==> config.mk <==
export PLATFORM = sky130hd
export DESIGN_NAME = cdc_fifo_stream_reader
export DESIGN_NICKNAME = d
export VERILOG_FILES = /design/src/rtl/cdc_fifo_pkg.sv /design/src/rtl/cdc_fifo_skid_buffer.sv /design/src/rtl/cdc_fifo_stream_reader.sv
export SDC_FILE = /design/constraint.sdc
export NUM_CORES = 1
export LEC_CHECK = 0
export ABC_AREA = 1
export CAP_MARGIN = 15
export CORE_ASPECT_RATIO = 0.8
export CORE_MARGIN = 5
export CORE_UTILIZATION = 52
export CTS_CLUSTER_DIAMETER = 80
export CTS_CLUSTER_SIZE = 20
export DETAILED_ROUTE_END_ITERATION = 10
export PLACE_DENSITY = 0.8
export SYNTH_ARGS = -nofsm -noshare
export SYNTH_HDL_FRONTEND = slang
export SYNTH_HIERARCHICAL = 1
export SYNTH_SLANG_ARGS = --single-unit
==> constraint.sdc <==
create_clock -name clock -period 3.1 [get_ports clock]
set_input_delay 0.62 -clock clock [delete_from_list [all_inputs] [get_ports clock]]
set_output_delay 0.62 -clock clock [all_outputs]
set_load 0.01 [all_outputs]
==> src/rtl/cdc_fifo_pkg.sv <==
// Shared types and constants for the cdc_fifo read-side stream reader.
// Holds the reader state encoding, skid depth and the skid occupancy helper.
package cdc_fifo_pkg;

  typedef enum logic [0:0] {
    STREAM = 1'b0,
    FLUSH  = 1'b1
  } reader_state_t;

  localparam int SKID_DEPTH = 2;
  localparam logic [1:0] SKID_FULL_COUNT = 2'(SKID_DEPTH);

  // Occupancy after one cycle; a simultaneous push and pop leaves it unchanged.
  function automatic logic [1:0] skid_next_count(input logic [1:0] count,
                                                 input logic push,
                                                 input logic pop);
    logic [1:0] result;
    result = count;
    if (push && !pop) begin
      result = count + 2'd1;
    end else if (!push && pop) begin
      result = count - 2'd1;
    end
    return result;
  endfunction

endpackage

==> src/rtl/cdc_fifo_skid_buffer.sv <==
// Two-entry register FIFO that backs the reader's output stream.
// entry0 is always the oldest word, so the head is a plain register output.
module cdc_fifo_skid_buffer
  import cdc_fifo_pkg::*;
#(
  parameter int DATA_WIDTH = 8
) (
  input  logic                  clock,
  input  logic                  reset_n,
  input  logic                  push,
  input  logic [DATA_WIDTH-1:0] push_data,
  input  logic                  pop,
  input  logic                  clear,
  output logic [DATA_WIDTH-1:0] head_data,
  output logic [1:0]            count
);

  logic [DATA_WIDTH-1:0] entry0;
  logic [DATA_WIDTH-1:0] entry1;
  logic                  do_pop;
  logic                  do_push;
  logic                  write_slot0;

  assign do_pop      = pop && (count != 2'd0);
  assign do_push     = push && ((count < SKID_FULL_COUNT) || do_pop);
  assign write_slot0 = (count == 2'd0) || ((count == 2'd1) && do_pop);
  assign head_data   = entry0;

  // Shift on pop first; a same-cycle push then lands in the freed tail slot.
  always_ff @(posedge clock or negedge reset_n) begin
    if (!reset_n) begin
      entry0 <= '0;
      entry1 <= '0;
      count  <= 2'd0;
    end else if (clear) begin
      count <= 2'd0;
    end else begin
      count <= skid_next_count(count, do_push, do_pop);
      if (do_pop) begin
        entry0 <= entry1;
      end
      if (do_push) begin
        if (write_slot0) begin
          entry0 <= push_data;
        end else begin
          entry1 <= push_data;
        end
      end
    end
  end

endmodule

==> src/rtl/cdc_fifo_stream_reader.sv <==
// Read-side consumer of cdc_fifo: pops the FIFO into a skid buffer and offers
// the words as a valid/ready stream, with a flush mode and word counters.
module cdc_fifo_stream_reader
  import cdc_fifo_pkg::*;
#(
  parameter int DATA_WIDTH  = 8,
  parameter int COUNT_WIDTH = 16
) (
  input  logic                   clock,
  input  logic                   reset_n,
  input  logic                   fifo_empty,
  input  logic [DATA_WIDTH-1:0]  fifo_read_data,
  output logic                   fifo_read_increment,
  output logic                   out_valid,
  output logic [DATA_WIDTH-1:0]  out_data,
  input  logic                   out_ready,
  input  logic                   flush,
  output logic                   flush_busy,
  output logic [COUNT_WIDTH-1:0] words_delivered,
  output logic [COUNT_WIDTH-1:0] words_dropped
);

  reader_state_t        state;
  reader_state_t        next_state;
  logic [1:0]           buf_cnt;
  logic [DATA_WIDTH-1:0] head_data;
  logic                 pop;
  logic                 handshake;
  logic                 buf_push;
  logic                 buf_pop;
  logic                 buf_clear;
  logic                 delivered_inc;
  logic [1:0]           drop_add;
  logic [COUNT_WIDTH:0] dropped_sum;

  cdc_fifo_skid_buffer #(
    .DATA_WIDTH(DATA_WIDTH)
  ) u_skid (
    .clock    (clock),
    .reset_n  (reset_n),
    .push     (buf_push),
    .push_data(fifo_read_data),
    .pop      (buf_pop),
    .clear    (buf_clear),
    .head_data(head_data),
    .count    (buf_cnt)
  );

  always_ff @(posedge clock or negedge reset_n) begin
    if (!reset_n) begin
      state <= STREAM;
    end else begin
      state <= next_state;
    end
  end

  // A flush wins over any handshake that cycle; everything buffered, plus a word
  // popped on that same edge, is counted as dropped rather than delivered.
  always_comb begin
    next_state    = state;
    pop           = 1'b0;
    handshake     = 1'b0;
    out_valid     = 1'b0;
    flush_busy    = 1'b0;
    buf_push      = 1'b0;
    buf_pop       = 1'b0;
    buf_clear     = 1'b0;
    delivered_inc = 1'b0;
    drop_add      = 2'd0;
    case (state)
      STREAM: begin
        out_valid = (buf_cnt != 2'd0);
        handshake = out_valid && out_ready;
        pop       = !fifo_empty && ((buf_cnt < SKID_FULL_COUNT) || handshake);
        if (flush) begin
          next_state = FLUSH;
          buf_clear  = 1'b1;
          drop_add   = buf_cnt + {1'b0, pop};
        end else begin
          buf_push      = pop;
          buf_pop       = handshake;
          delivered_inc = handshake;
        end
      end
      FLUSH: begin
        flush_busy = 1'b1;
        pop        = !fifo_empty;
        drop_add   = {1'b0, pop};
        if (fifo_empty) begin
          next_state = STREAM;
        end
      end
      default: begin
        next_state = STREAM;
      end
    endcase
  end

  assign fifo_read_increment = pop && reset_n;
  assign out_data            = head_data;
  assign dropped_sum         = {1'b0, words_dropped} + {{(COUNT_WIDTH-1){1'b0}}, drop_add};

  // Delivered wraps naturally; dropped clamps at all-ones even for multi-word adds.
  always_ff @(posedge clock or negedge reset_n) begin
    if (!reset_n) begin
      words_delivered <= '0;
      words_dropped   <= '0;
    end else begin
      words_delivered <= words_delivered + {{(COUNT_WIDTH-1){1'b0}}, delivered_inc};
      if (dropped_sum[COUNT_WIDTH]) begin
        words_dropped <= '1;
      end else begin
        words_dropped <= dropped_sum[COUNT_WIDTH-1:0];
      end
    end
  end

endmodule
# --- Word-level counts from Yosys, hierarchy flattened ---
# Cells that the tools add are included.
totals:
  ff_bits: 51
  input_bits: 13
  out_inout_bits: 43
  word_cells: 54
classes:
  n_addsub: 5
  magnitude_cmp: 1
  eq_ne: 1
  n_mux: 20
  n_bitwise: 3
  reduce_logical: 18
ops:
  columns: ["cell", "count"]
  rows:
  - ["$mux 8", 3]
  - ["$add 16x2->17", 1]
  - ["$add 16x1->16", 1]
  - ["$mux 16", 1]
  - ["$mux 1", 9]
  - ["$logic_and 1x1->1", 8]
  - ["$mux 2", 4]
  - ["$pmux 1 s2", 2]
  - ["$pmux 2 s2", 1]
  - ["$logic_not 1->1", 3]
  - ["$logic_or 1x1->1", 3]
  - ["$not 1->1", 3]
  - ["$reduce_and 3->1", 1]
  - ["$reduce_bool 3->1", 1]
  - ["$add 2x1->2", 1]
  - ["$add 2x1->2 const B", 1]
  - ["$eq 2x1->1 const B", 1]
  - ["$logic_not 2->1", 1]
  - ["$lt 2x2->1 const B", 1]
  - ["$reduce_bool 2->1", 1]
  - ["$sub 2x1->2 const B", 1]

# --- Logic depth before layout (Yosys ltp) ---
logic_depth:
  ltp_word: 12
  ltp_mapped: 15
  ltp_nobuf: 15

# --- Hierarchy ---
# Netlist, hierarchy kept.
modules_own_cells:
  columns: ["module", "instances", "cells_each", "area_per_inst_um2", "seq_area_each_um2"]
  rows:
  - ["cdc_fifo_stream_reader", 1, 216, 1821.7, 825.8]
  - ["cdc_fifo_skid_buffer", 1, 152, 1157.4, 450.4]

# --- Least setup slack after synthesis ---
# OpenSTA, ideal clock, no wires.
synth_path:
  kind: "input to register"
  start: "input port out_ready"
  end: "register words_dropped[14]"
  setup_time_ns: 0.123
  arrival_ns: 2.384
  t_required_ns: 2.977
  slack_ns: 0.593
  stages: 14
  path_buffers: 0
  path_cell_list: "inv_1 a21oi_1 ha_1 a21oi_1 inv_1 ha_1 inv_1 fa_1 inv_1 nand3_1 nor2_2 nand2_2 o21ai_0 nand2_1"
synth_between:
  elab_chain_cells: 8
synth_rtl:
  columns: ["element", "line", "text"]
  rows:
  - ["from (decl)", "cdc_fifo_stream_reader.sv:16", "input logic out_ready,"]
  - ["$logic_and 1x1->1", "cdc_fifo_stream_reader.sv:73", "handshake = out_valid && out_ready;"]
  - ["$logic_or 1x1->1", "cdc_fifo_stream_reader.sv:74", "pop = !fifo_empty && ((buf_cnt < SKID_FULL_COUNT) || handshake);"]
  - ["$logic_and 1x1->1", "cdc_fifo_stream_reader.sv:74", null]
  - ["$add 2x1->2", "cdc_fifo_stream_reader.sv:78", "drop_add = buf_cnt + {1'b0, pop};"]
  - ["$mux 2", "cdc_fifo_stream_reader.sv:75", "if (flush) begin"]
  - ["$pmux 2 s2", "cdc_fifo_stream_reader.sv:70", "case (state)"]
  - ["$add 16x2->17", "cdc_fifo_stream_reader.sv:101", "assign dropped_sum = {1'b0, words_dropped} + {{(COUNT_WIDTH-1){1'b0}}, drop_add};"]
  - ["$mux 16", "cdc_fifo_stream_reader.sv:110", "if (dropped_sum[COUNT_WIDTH]) begin"]
  - ["to (signal assigned)", "cdc_fifo_stream_reader.sv:113", "words_dropped <= dropped_sum[COUNT_WIDTH-1:0];"]
  - ["to (decl)", "cdc_fifo_stream_reader.sv:20", "output logic [COUNT_WIDTH-1:0] words_dropped"]
# No other way between the ends.
# A chain may end at the register's enable or synchronous reset.

# --- Worst setup path after layout ---
# Ends and elaborated chain as after synthesis.

==> flow_metrics.tcl <==
set metrics [dict create \
    outcome "completed" \
    synthToLayoutAreaGrowth_pct 25.9 \
    yosys-top-cells-count "115 x nand2_1, 51 x dfrtp_1, 44 x inv_1" \
    track_usage_pct 20.4 \
    critPathRequiredTime_ps 3290 \
    place_congestion 0.839 \
    yosys.area.top_type "dfrtp_1" \
    drive_gt1_share_pct 11.1 \
    initial_core_util_pct 54.2 \
    drv_slew 0 \
    yosys-top-cells-area "dfrtp_1 43%, nand2_1 14%, nand3_1 5.9%, inv_1 5.5%, xor2_1 3.2%" \
    io_buffers 55 \
    fp-row-count 24 \
    cts-hold-fix-buffers 0 \
    wire_per_inst_um 13.6 \
    stdcell_count 510 \
    nNetsFinal 452 \
    initialDrtViolationCount 180 \
    cts.sinks 51 \
    hold_violations 0 \
    synthFlopType "dfrtp_1" \
    syn_nets 389 \
    die_x_um 94.6 \
    timing.final.crit_share_pct 89.2 \
    crit_fanout 4 \
    grt_pass1_vias 2509 \
    worst_path_largest_cell_delay_ps 460 \
    critPathLaunchType "input pin" \
    cts_tree "done" \
    cts_inserted_buffers 5 \
    routed_wirelength_mm 6.96 \
    core_area_mm2 0.00550 \
    dp_hpwl_mm 5.25 \
    syn_area_mm2 0.00298 \
    timing_worst_setup_path_type "in -> reg" \
    grt_max_degree 52 \
    worst_slew_pin_slew_ps 644 \
    fp.dieH_um 77.7 \
    ys_warn_count 6 \
    clk_latency_ps 300 \
    synth_top_area_share_pct 42.8 \
    period_minus_slack_ps 2760 \
    max_freq_mhz 362 \
    clockBufferDepth 2 \
    cp.arrival_ps 2960 \
    rsz0062_at_grt "false" \
    slowest_stage "fa_1" \
    crit_chain "clkdlybuf4s50_1 -> inv_1 -> a21oi_1 -> ha_1 -> a21oi_1 -> inv_1 -> ha_1 -> inv_1 -> fa_1 -> inv_1 -> nand3_1 -> nor2_2 -> nand2_2 -> o21ai_0 -> nand2_1" \
    cap_violations 0 \
    vdd_drop_max_v 0.000525 \
    die_area_mm2 0.00735 \
    avgSynthCellArea_um2 8.10 \
    leakage_nw 1.88 \
    antenna_left 0 \
    drt-vias-per-instance 5.16 \
    synth_cell_type_count 31 \
    n_antenna_cell 0 \
    clockRootBuffer "clkbuf_8" \
    synth_most_common_cell "nand2_1" \
    pin_count 56 \
    seq_area_frac_synth_pct 42.8 \
    dr.pass1.iters 5 \
    antenna_found_initial 0 \
    h-tree-depth 2 \
    async_flop_share_pct 100 \
    syn_inst 368 \
    synth-edff-count 0 \
    placed_cells 502 \
    ys_seq_elements 51 \
    vias 2631 \
    finalSetupViolations 0 \
    drc 0 \
    cts_resized 0 \
    grt_pass1_wl_mm 12.0 \
    hold_class "in -> async" \
    cts.reportedPaths.clkPinSlew_ps 90 \
    overflow 0 \
    post-cts-setup-buffer-count 0 \
    power_density_mw_per_mm2 705 \
    fin_tns_setup_ps 0 \
    n_fill_cell 455 \
    max_slew_margin_pct 57.1 \
    fin_skew_ps 6.75 \
    crit_top_cell "inv_1" \
    end_kind "register" \
]
-- through the flow --
stage	hold slack, ps	cell area (µm²)	util [%]	worst slack, ps	power [mW]
2_1_floorplan	324	2980	-	593	1.67
5_1_grt	526	3750	68.2	119	2.84
4_1_cts	470	3750	68.2	334	2.66
3_3_place_gp	470	3620	65.8	85.2	2.07
3_5_place_dp	488	3620	65.8	12.3	2.11
6_report	453	3750	68.2	336	2.64
-- final cells by class --
type,instances,area [µm²],share of cell area (%)
multi-input cells,265,1470,39.3
flip-flops and latches,51,1280,34.0
repair buffers,62,598,15.9
inverters,46,173,4.60
well taps,78,97.6,2.60
clock buffers,6,72.6,1.94
clock inverters,2,60.1,1.60
-- sequential cells by signal, indices dropped and copies added (netlist names) --
signal	count
words_delivered	16
words_dropped	16
u_skid/entry1	8
u_skid/head_data	8
u_skid/count	2
state	1
-- cells in the final DEF (no fill, tap or decap), types with 2 or more instances in the layout --
| cell type | netlist | layout |
|---|---|---|
| inv_2 | 2 | 2 |
| nand2_2 | 9 | 9 |
| or2_2 | 2 | 2 |
| nor3_1 | 2 | 2 |
| nor2_4 | 2 | 2 |
| nand2_4 | 4 | 4 |
| nand2_1 | 115 | 115 |
| clkbuf_8 | 0 | 5 |
| buf_4 | 1 | 7 |
| nand3_1 | 35 | 35 |
| nor2_1 | 24 | 24 |
| inv_1 | 44 | 44 |
| o21ai_0 | 13 | 13 |
| nand3_2 | 4 | 4 |
| xor2_1 | 11 | 11 |
| a21oi_1 | 2 | 2 |
| nand4_1 | 14 | 14 |
| nand3b_1 | 3 | 3 |
| nand3_4 | 3 | 3 |
| bufinv_16 | 0 | 2 |
| nor2_2 | 2 | 2 |
| dfrtp_1 | 51 | 51 |
| clkdlybuf4s50_1 | 0 | 54 |
| ha_1 | 7 | 7 |
| xnor2_1 | 5 | 5 |
-- path summary, 6_finish.rpt --
| path | depth (start not counted) | slack (ps) | end | start |
|---|---|---|---|---|
| max | 15 | 340 | words_dropped[14] | out_ready |
| min | 2 | 450 | words_dropped[7] | reset_n |
| max reg2reg | 13 | 570 | words_dropped[14] | u_skid/count[1] |
| min reg2reg | 2 | 500 | words_delivered[15] | words_delivered[15] |
| max in group asynchronous | 2 | 2220 | words_delivered[4] | reset_n |
| min in group clock | 2 | 500 | words_delivered[15] | words_delivered[15] |
-- power by group --
| group | internal [mW] | switching (mW) | total [mW] |
|---|---|---|---|
| Sequential | 0.844 | 0.190 | 1.03 |
| Combinational | 0.495 | 0.571 | 1.07 |
| Clock | 0.323 | 0.220 | 0.543 |
-- per-layer routing --
layer	global-route usage (%)	up-vias	wire, µm
li1	-	1293	-
met1	29.4	1237	3160
met2	30.8	94	3200
met3	4.64	7	512
met4	5.91	0	80
met5	0	-	0
-- worst max-delay path, delay by kind of cell --
family / cells / cell delay (ps)
adders and majority gates: 3 / 900
AOI/OAI and AO/OA: 3 / 300
and+or+nand+nor: 4 / 450
buffers and inverters: 5 / 690
-- logic make-up after synthesis --
group                      Yosys count  synth area share, %
and+or+nand+nor                    224                 38.0
buffers and inverters               52                 7.94
DFF                                 51                 42.8
AOI/OAI and AO/OA                   17                 2.94
xor gates and xnor gates            16                 4.70
adders and majority gates            8                 3.61
(Power assumes the default switching activity.)
